--- src/rtl/mem_arb_pkg.sv ---
// Shared types and defaults for the unified-memory port arbiter and its helpers.
package mem_arb_pkg;

  typedef enum logic [1:0] {
    StIdle   = 2'd0,
    StAccess = 2'd1,
    StDone   = 2'd2
  } arb_state_e;

  typedef enum logic {
    GrantI = 1'b0,
    GrantD = 1'b1
  } grant_e;

  localparam int unsigned DefaultMemLatency = 2;
  localparam int unsigned CountWidth        = 4;

endpackage

--- src/rtl/mem_port_arbiter_wait_counter.sv ---
// Loadable down-counter with a zero flag; holds at zero instead of wrapping.
module wait_counter #(
  parameter int unsigned Width = 4
) (
  input  logic             clk_i,
  input  logic             rst_i,
  input  logic             load_i,
  input  logic [Width-1:0] load_val_i,
  input  logic             dec_i,
  output logic             zero_o
);

  logic [Width-1:0] count_q, count_d;

  always_comb begin
    count_d = count_q;
    if (load_i) begin
      count_d = load_val_i;
    end else if (dec_i && (count_q != '0)) begin
      count_d = count_q - Width'(1);
    end
  end

  always_ff @(posedge clk_i or posedge rst_i) begin
    if (rst_i) begin
      count_q <= '0;
    end else begin
      count_q <= count_d;
    end
  end

  assign zero_o = (count_q == '0);

endmodule

--- src/rtl/mem_port_arbiter.sv ---
// Round-robin arbiter sharing one single-ported memory between instruction fetch and
// load/store; latches the winning request and drives a fixed-length access.
module mem_port_arbiter
  import mem_arb_pkg::*;
#(
  parameter int unsigned ADDRESS_WIDTH = 32,
  parameter int unsigned DATA_WIDTH    = 32,
  parameter int unsigned MEM_LATENCY   = DefaultMemLatency
) (
  input  logic                     Clk,
  input  logic                     Reset,
  input  logic                     IReq,
  input  logic [ADDRESS_WIDTH-1:0] IAddr,
  output logic                     IAck,
  output logic [DATA_WIDTH-1:0]    IData,
  input  logic                     DReq,
  input  logic                     DWrite,
  input  logic [ADDRESS_WIDTH-1:0] DAddr,
  input  logic [DATA_WIDTH-1:0]    DWData,
  output logic                     DAck,
  output logic [DATA_WIDTH-1:0]    DRData,
  output logic [ADDRESS_WIDTH-1:0] MemAddress,
  output logic [DATA_WIDTH-1:0]    MemWriteData,
  output logic                     MemEnable,
  output logic                     MemWrite,
  input  logic [DATA_WIDTH-1:0]    MemReadData,
  output logic                     Busy
);

  localparam logic [CountWidth-1:0] LoadVal = CountWidth'(MEM_LATENCY - 1);

  arb_state_e               state_q, state_d;
  grant_e                   grant_q, grant_d;
  grant_e                   last_grant_q, last_grant_d;
  grant_e                   pick;
  logic [ADDRESS_WIDTH-1:0] addr_q, addr_d;
  logic [DATA_WIDTH-1:0]    wdata_q, wdata_d;
  logic [DATA_WIDTH-1:0]    idata_q, idata_d;
  logic [DATA_WIDTH-1:0]    drdata_q, drdata_d;
  logic                     write_q, write_d;
  logic                     cnt_load, cnt_dec, cnt_zero;

  wait_counter #(
    .Width(CountWidth)
  ) u_wait_counter (
    .clk_i     (Clk),
    .rst_i     (Reset),
    .load_i    (cnt_load),
    .load_val_i(LoadVal),
    .dec_i     (cnt_dec),
    .zero_o    (cnt_zero)
  );

  // Under contention the side that did not win last contention goes first.
  always_comb begin
    if (IReq && DReq) begin
      pick = (last_grant_q == GrantI) ? GrantD : GrantI;
    end else if (DReq) begin
      pick = GrantD;
    end else begin
      pick = GrantI;
    end
  end

  always_comb begin
    state_d      = state_q;
    grant_d      = grant_q;
    last_grant_d = last_grant_q;
    addr_d       = addr_q;
    wdata_d      = wdata_q;
    write_d      = write_q;
    idata_d      = idata_q;
    drdata_d     = drdata_q;
    cnt_load     = 1'b0;
    cnt_dec      = 1'b0;
    case (state_q)
      StIdle: begin
        if (IReq || DReq) begin
          grant_d = pick;
          if (IReq && DReq) begin
            last_grant_d = pick;
          end
          if (pick == GrantD) begin
            addr_d  = DAddr;
            wdata_d = DWData;
            write_d = DWrite;
          end else begin
            addr_d  = IAddr;
            write_d = 1'b0;
          end
          cnt_load = 1'b1;
          state_d  = StAccess;
        end
      end
      StAccess: begin
        if (cnt_zero) begin
          if (!write_q) begin
            if (grant_q == GrantD) begin
              drdata_d = MemReadData;
            end else begin
              idata_d = MemReadData;
            end
          end
          state_d = StDone;
        end else begin
          cnt_dec = 1'b1;
        end
      end
      StDone: begin
        state_d = StIdle;
      end
      default: begin
        state_d = StIdle;
      end
    endcase
  end

  always_ff @(posedge Clk or posedge Reset) begin
    if (Reset) begin
      state_q      <= StIdle;
      grant_q      <= GrantI;
      last_grant_q <= GrantI;
      addr_q       <= '0;
      wdata_q      <= '0;
      write_q      <= 1'b0;
      idata_q      <= '0;
      drdata_q     <= '0;
    end else begin
      state_q      <= state_d;
      grant_q      <= grant_d;
      last_grant_q <= last_grant_d;
      addr_q       <= addr_d;
      wdata_q      <= wdata_d;
      write_q      <= write_d;
      idata_q      <= idata_d;
      drdata_q     <= drdata_d;
    end
  end

  // The write strobe is confined to the last access cycle so each store writes once.
  assign MemEnable    = (state_q == StAccess);
  assign MemWrite     = MemEnable && write_q && cnt_zero;
  assign IAck         = (state_q == StDone) && (grant_q == GrantI);
  assign DAck         = (state_q == StDone) && (grant_q == GrantD);
  assign Busy         = (state_q != StIdle);
  assign MemAddress   = addr_q;
  assign MemWriteData = wdata_q;
  assign IData        = idata_q;
  assign DRData       = drdata_q;

endmodule

--- config.mk ---
export PLATFORM = sky130hd
export DESIGN_NAME = mem_port_arbiter
export DESIGN_NICKNAME = d
export VERILOG_FILES = /design/src/rtl/mem_arb_pkg.sv /design/src/rtl/mem_port_arbiter_wait_counter.sv /design/src/rtl/mem_port_arbiter.sv
export SDC_FILE = /design/constraint.sdc
export NUM_CORES = 1
export LEC_CHECK = 0
export ABC_AREA = 0
export CORE_MARGIN = 3
export CORE_UTILIZATION = 41
export CTS_BUF_LIST = sky130_fd_sc_hd__clkbuf_4 sky130_fd_sc_hd__clkbuf_8 sky130_fd_sc_hd__clkbuf_16
export DETAILED_ROUTE_END_ITERATION = 10
export PLACE_DENSITY = 0.92
export SLEW_MARGIN = 40
export SYNTH_ARGS = -nofsm -noshare
export SYNTH_HDL_FRONTEND = slang
export SYNTH_SLANG_ARGS = --single-unit
export TNS_END_PERCENT = 5
--- constraint.sdc ---
create_clock -name Clk -period 6.14 [get_ports Clk]
set_clock_uncertainty 0.1 [all_clocks]
set_input_delay 1.228 -clock Clk [delete_from_list [all_inputs] [get_ports Clk]]
set_output_delay 1.228 -clock Clk [all_outputs]
set_load 0.02 [all_outputs]
==> results by stage <==
Floorplanning:
- The die covers 0.0150 mm^2.
- The vertical die dimension is 122 um.
- The count of standard-cell rows is 41.
- 266 I/O pins were placed.
- The standard cell core area is 0.0129 mm^2.
- Measured along the x axis, the die boundary spans 122 um.
- The initial utilization of the core area, before any placement, comes to 42.9%.

GRT:
- The sum of overflow across all layers after global routing is 0.
- The via count of the first global-routing pass is 4805.
- In the global route stage, overall resource usage came out at 21.3%.
- The initial antenna violation count came to 0.
- The first-pass GRT wire length is 24500 um.
- Entering global routing, the biggest net connects 93 pins.

Min path:
- The class of the tightest hold or removal check is reg2reg.

Setup path:
- STA classifies the critical path endpoint as a primary output.
- The worst register-to-register path has a setup slack of 3.73 ns.
- The largest driver fanout on the critical path is 4.
- STA classifies the critical path startpoint as a register.
- The arrival time at the worst endpoint is 2.40 ns.
- The required time at the worst-slack endpoint is 4.81 ns.
- The classification of the worst setup path is reg2out.

Yosys:
- The share of synthesized flip-flops with an asynchronous set or reset is 100%.
- After Yosys synthesis, XOR and XNOR cells account for 0.158% of the synthesized area.
- The library cell with the largest summed area after synthesis is dfrtp_1.
- During synthesis, Yosys emitted a total of 0 warnings.
- Synthesis produced a netlist with a net count of 572.
- Counting instances in the post-synthesis netlist gives the leading cell types as dfrtp_1, mux2_2, nand2_1.
- The number of enable flip-flop cells after synthesis is 0.
- The share of Yosys cell area claimed by the top area cell type is 61.8%.
- Synthesis handed over a netlist of 437 instances.
- By area, the combinational part of the netlist is dominated by multiplexers.
- After synthesis the cells add up to 0.00555 mm^2.
- In the post-synthesis netlist, the cell with the most instances is dfrtp_1.
- Summing the areas of all compound-gate instances in the mapped netlist gives 7.84% of the synthesized area.
- The flip-flop and latch count after synthesis is 137.
- The simple-gate share of the synthesized area is 7.24%.
- After synthesis, the netlist uses 34 different library cells.
- Of the post-synthesis cell area, the part taken by muxes is 19.5%.
- After synthesis, flip-flops and latches occupy 61.8% of the total area.
- The post-synthesis average cell area is 12.7 um^2.
- The commonest register cell after synthesis is dfrtp_1.
- The area share of fa/ha/maj cells after synthesis is 0.451%.
- Ranked by total cell area, the synthesized netlist is headed by dfrtp_1, mux2_2, nand2_1.

Place:
- Prior to clock tree synthesis, the placed netlist has a worst setup slack of 2.53 ns.
- The post-DP HPWL is 11400 um.
- After detailed placement, the design holds a cell count of 850.
- The final estimated routing congestion in global placement is 0.810.
- Input and output buffers added on the ports amount to 265.

Run:
- Across the run, the number of max-cap violations was 0.

Clock network:
- The clock net in this run drives a total of 137 sinks.
- For the worst-skew pair, the clock arrives at the later sink with an insertion delay of 0.41 ns.
- The post-CTS setup buffer count is 0.
- The post-cts resize count is 0.
- The number of CTS-inserted buffers is 17.
- The number of H-tree branching levels is 4.
- The maximum root-to-sink buffer count is 2.
- The cell sitting at the root of the clock tree is a clkbuf_16.
- Hold repair after CTS inserted 0 buffers.
- TritonCTS built the clock tree.
- After clock tree synthesis, the clock-pin slew on the worst setup and hold paths is 0.05 ns.

Power:
- The design draws 5.09 mW.
- Across the VDD grid, the largest voltage drop is 0.297 mV.
- The cell area power density is 571 mW/mm^2.
- The cell leakage power is 3.72 nW.

Route:
- The number of optimization iterations in the first detailed-route pass is 4.
- The via density per instance is 5.10.
- In the final routed layout, each cell accounts on average for 17.9 um.
- The uppermost signal routing layer after detailed routing is met4.
- The number of vias after detailed routing is 4495.
- The length of routed met2 wiring is 8030 um.
- The met3 wirelength from detailed routing is 1500 um.
- The number of violations reported at the end of detailed-routing iteration 0 is 208.
- Wires add up to 15700 um.
- In this run the remaining antenna-violating nets after routing total 0.
- The length of routed wiring on met1 is 5670 um.
- The remaining design rule violation count is 0.

STA:
- The number of hold violations in the final report is 0.
- After layout, the worst path uses 60.7% of the clock period.
- For the pin with the worst max-slew slack, the measured transition is 0.821 ns.
- The final-layout setup total negative slack is 0 ns.
- The worst pin sits at a relative slew slack of 45.1%.
- For the finished layout, the period the worst path requires is 3.72 ns.
- The worst setup margin is 2.42 ns.
- The top achievable clock speed is 269 MHz.
- The final-report setup violation count is 0.
- Setup repair after global routing left no endpoint under its margin.
- The max-slew violation count is 0.

Final layout:
- The combined area of the multi-input logic cells is 0.00198 mm^2.
- The final non-filler cell total is 881.
- The area occupied by registers is 0.00343 mm^2.
- Cells fill 69.0% of the core in the end.
- The net count of the finished layout is 832.
- The filler cells instantiated in the layout total 895.
- The layout-stage area growth over the synthesis result is 60.8%.
- The post-route netlist has 19.5% of its cells at a drive strength greater than 1.
- The number of antenna diodes is 0.

Run status:
- The flow ran to the end, and the final reports show no timing, DRC or antenna violations.
==> layout by cell type, fill, tap and decap left out, types with 2 or more instances in the layout <==
cell,Yosys,routed
clkdlybuf4s50_1,0,265
dfrtp_1,137,137
mux2_2,93,93
nand2_1,68,68
a21oi_1,35,35
a31oi_1,32,32
clkbuf_16,0,17
inv_1,9,8
buf_4,0,4
nor3b_1,3,3
mux2_1,3,3
nor3_1,3,3
clkinvlp_4,0,3
clkinv_2,0,3
o21ai_0,2,2
ha_1,2,2
bufinv_16,0,2
clkbuf_4,0,2
clkinv_4,0,2
==> report_power, final <==
group	leakage, nW	internal, mW	total (mW)	switching [mW]
clock	0.279	0.614	0.981	0.367
sequential	1.61	1.37	1.64	0.274
combinational	1.83	1.25	2.47	1.22
total	3.72	3.23	5.09	1.86
==> per-stage QoR <==
stage | instance area [um^2] | hold slack (ns)
after detailed placement | 8340 | 0.384
after floorplan | 5550 | 0.384
after global routing | 8920 | 0.420
final | 8920 | 0.396
after global placement | 8330 | 0.368
after CTS | 8910 | 0.396
==> critical path, stage by stage, from the launching register on <==
cell and delay (ns):
dfrtp_1 0.39, inv_1 0.11, ha_1 0.21, or3b_4 0.43, nor3_1 0.18, clkdlybuf4s50_1 0.67
==> sequential cells by signal (all words and copies together), names as in the netlist <==
name and flops:
DRData 32, last_grant_q 1, IData 32, write_q 1
state_q 2, u_wait_counter.count_q 4, MemAddress 32, MemWriteData 32
grant_q 1
==> layout make-up <==
| class | instances | share of cell area, % |
|---|---|---|
| Clock buffer | 20 | 5.09 |
| Clock inverter | 11 | 1.39 |
| Inverter | 9 | 0.463 |
| Multi-Input combinational cell | 263 | 22.2 |
| Sequential cell | 137 | 38.4 |
| Tap cell | 172 | 2.41 |
| Timing Repair Buffer | 269 | 30.1 |
==> routing by layer <==
layer,GRT usage (%),up-vias
met5,0,-
met1,23.5,2175
met3,7.05,36
met2,36.8,239
met4,10.6,0
li1,-,2045
==> kinds of logic (layout without fill, tap and decap cells) <==
group,count (synthesis),after routing
AOI/OAI and AO/OA,75,75
xor gates and xnor gates,1,1
adders and majority gates,2,2
buffers and inverters,37,309
DFF,137,137
muxes,96,96
and+or+nand+nor,89,89
==> worst paths after layout <==
| path | from | end | cells past startpoint |
|---|---|---|---|
| worst max-delay path | u_wait_counter.count_q[0]$_DFFE_PP0P_ | MemWrite | 5 |
| worst min-delay path | IData[24]$_DFFE_PP0P_ | IData[24]$_DFFE_PP0P_ | 1 |
| worst max register to register | u_wait_counter.count_q[0]$_DFFE_PP0P_ | IData[20]$_DFFE_PP0P_ | 6 |
| worst min register to register | IData[24]$_DFFE_PP0P_ | IData[24]$_DFFE_PP0P_ | 1 |
| max in group asynchronous | Reset | DRData[21]$_DFFE_PP0P_ | 3 |
| min in group asynchronous | Reset | IData[16]$_DFFE_PP0P_ | 2 |
No activity file was read; power rests on OpenSTA's default activity.
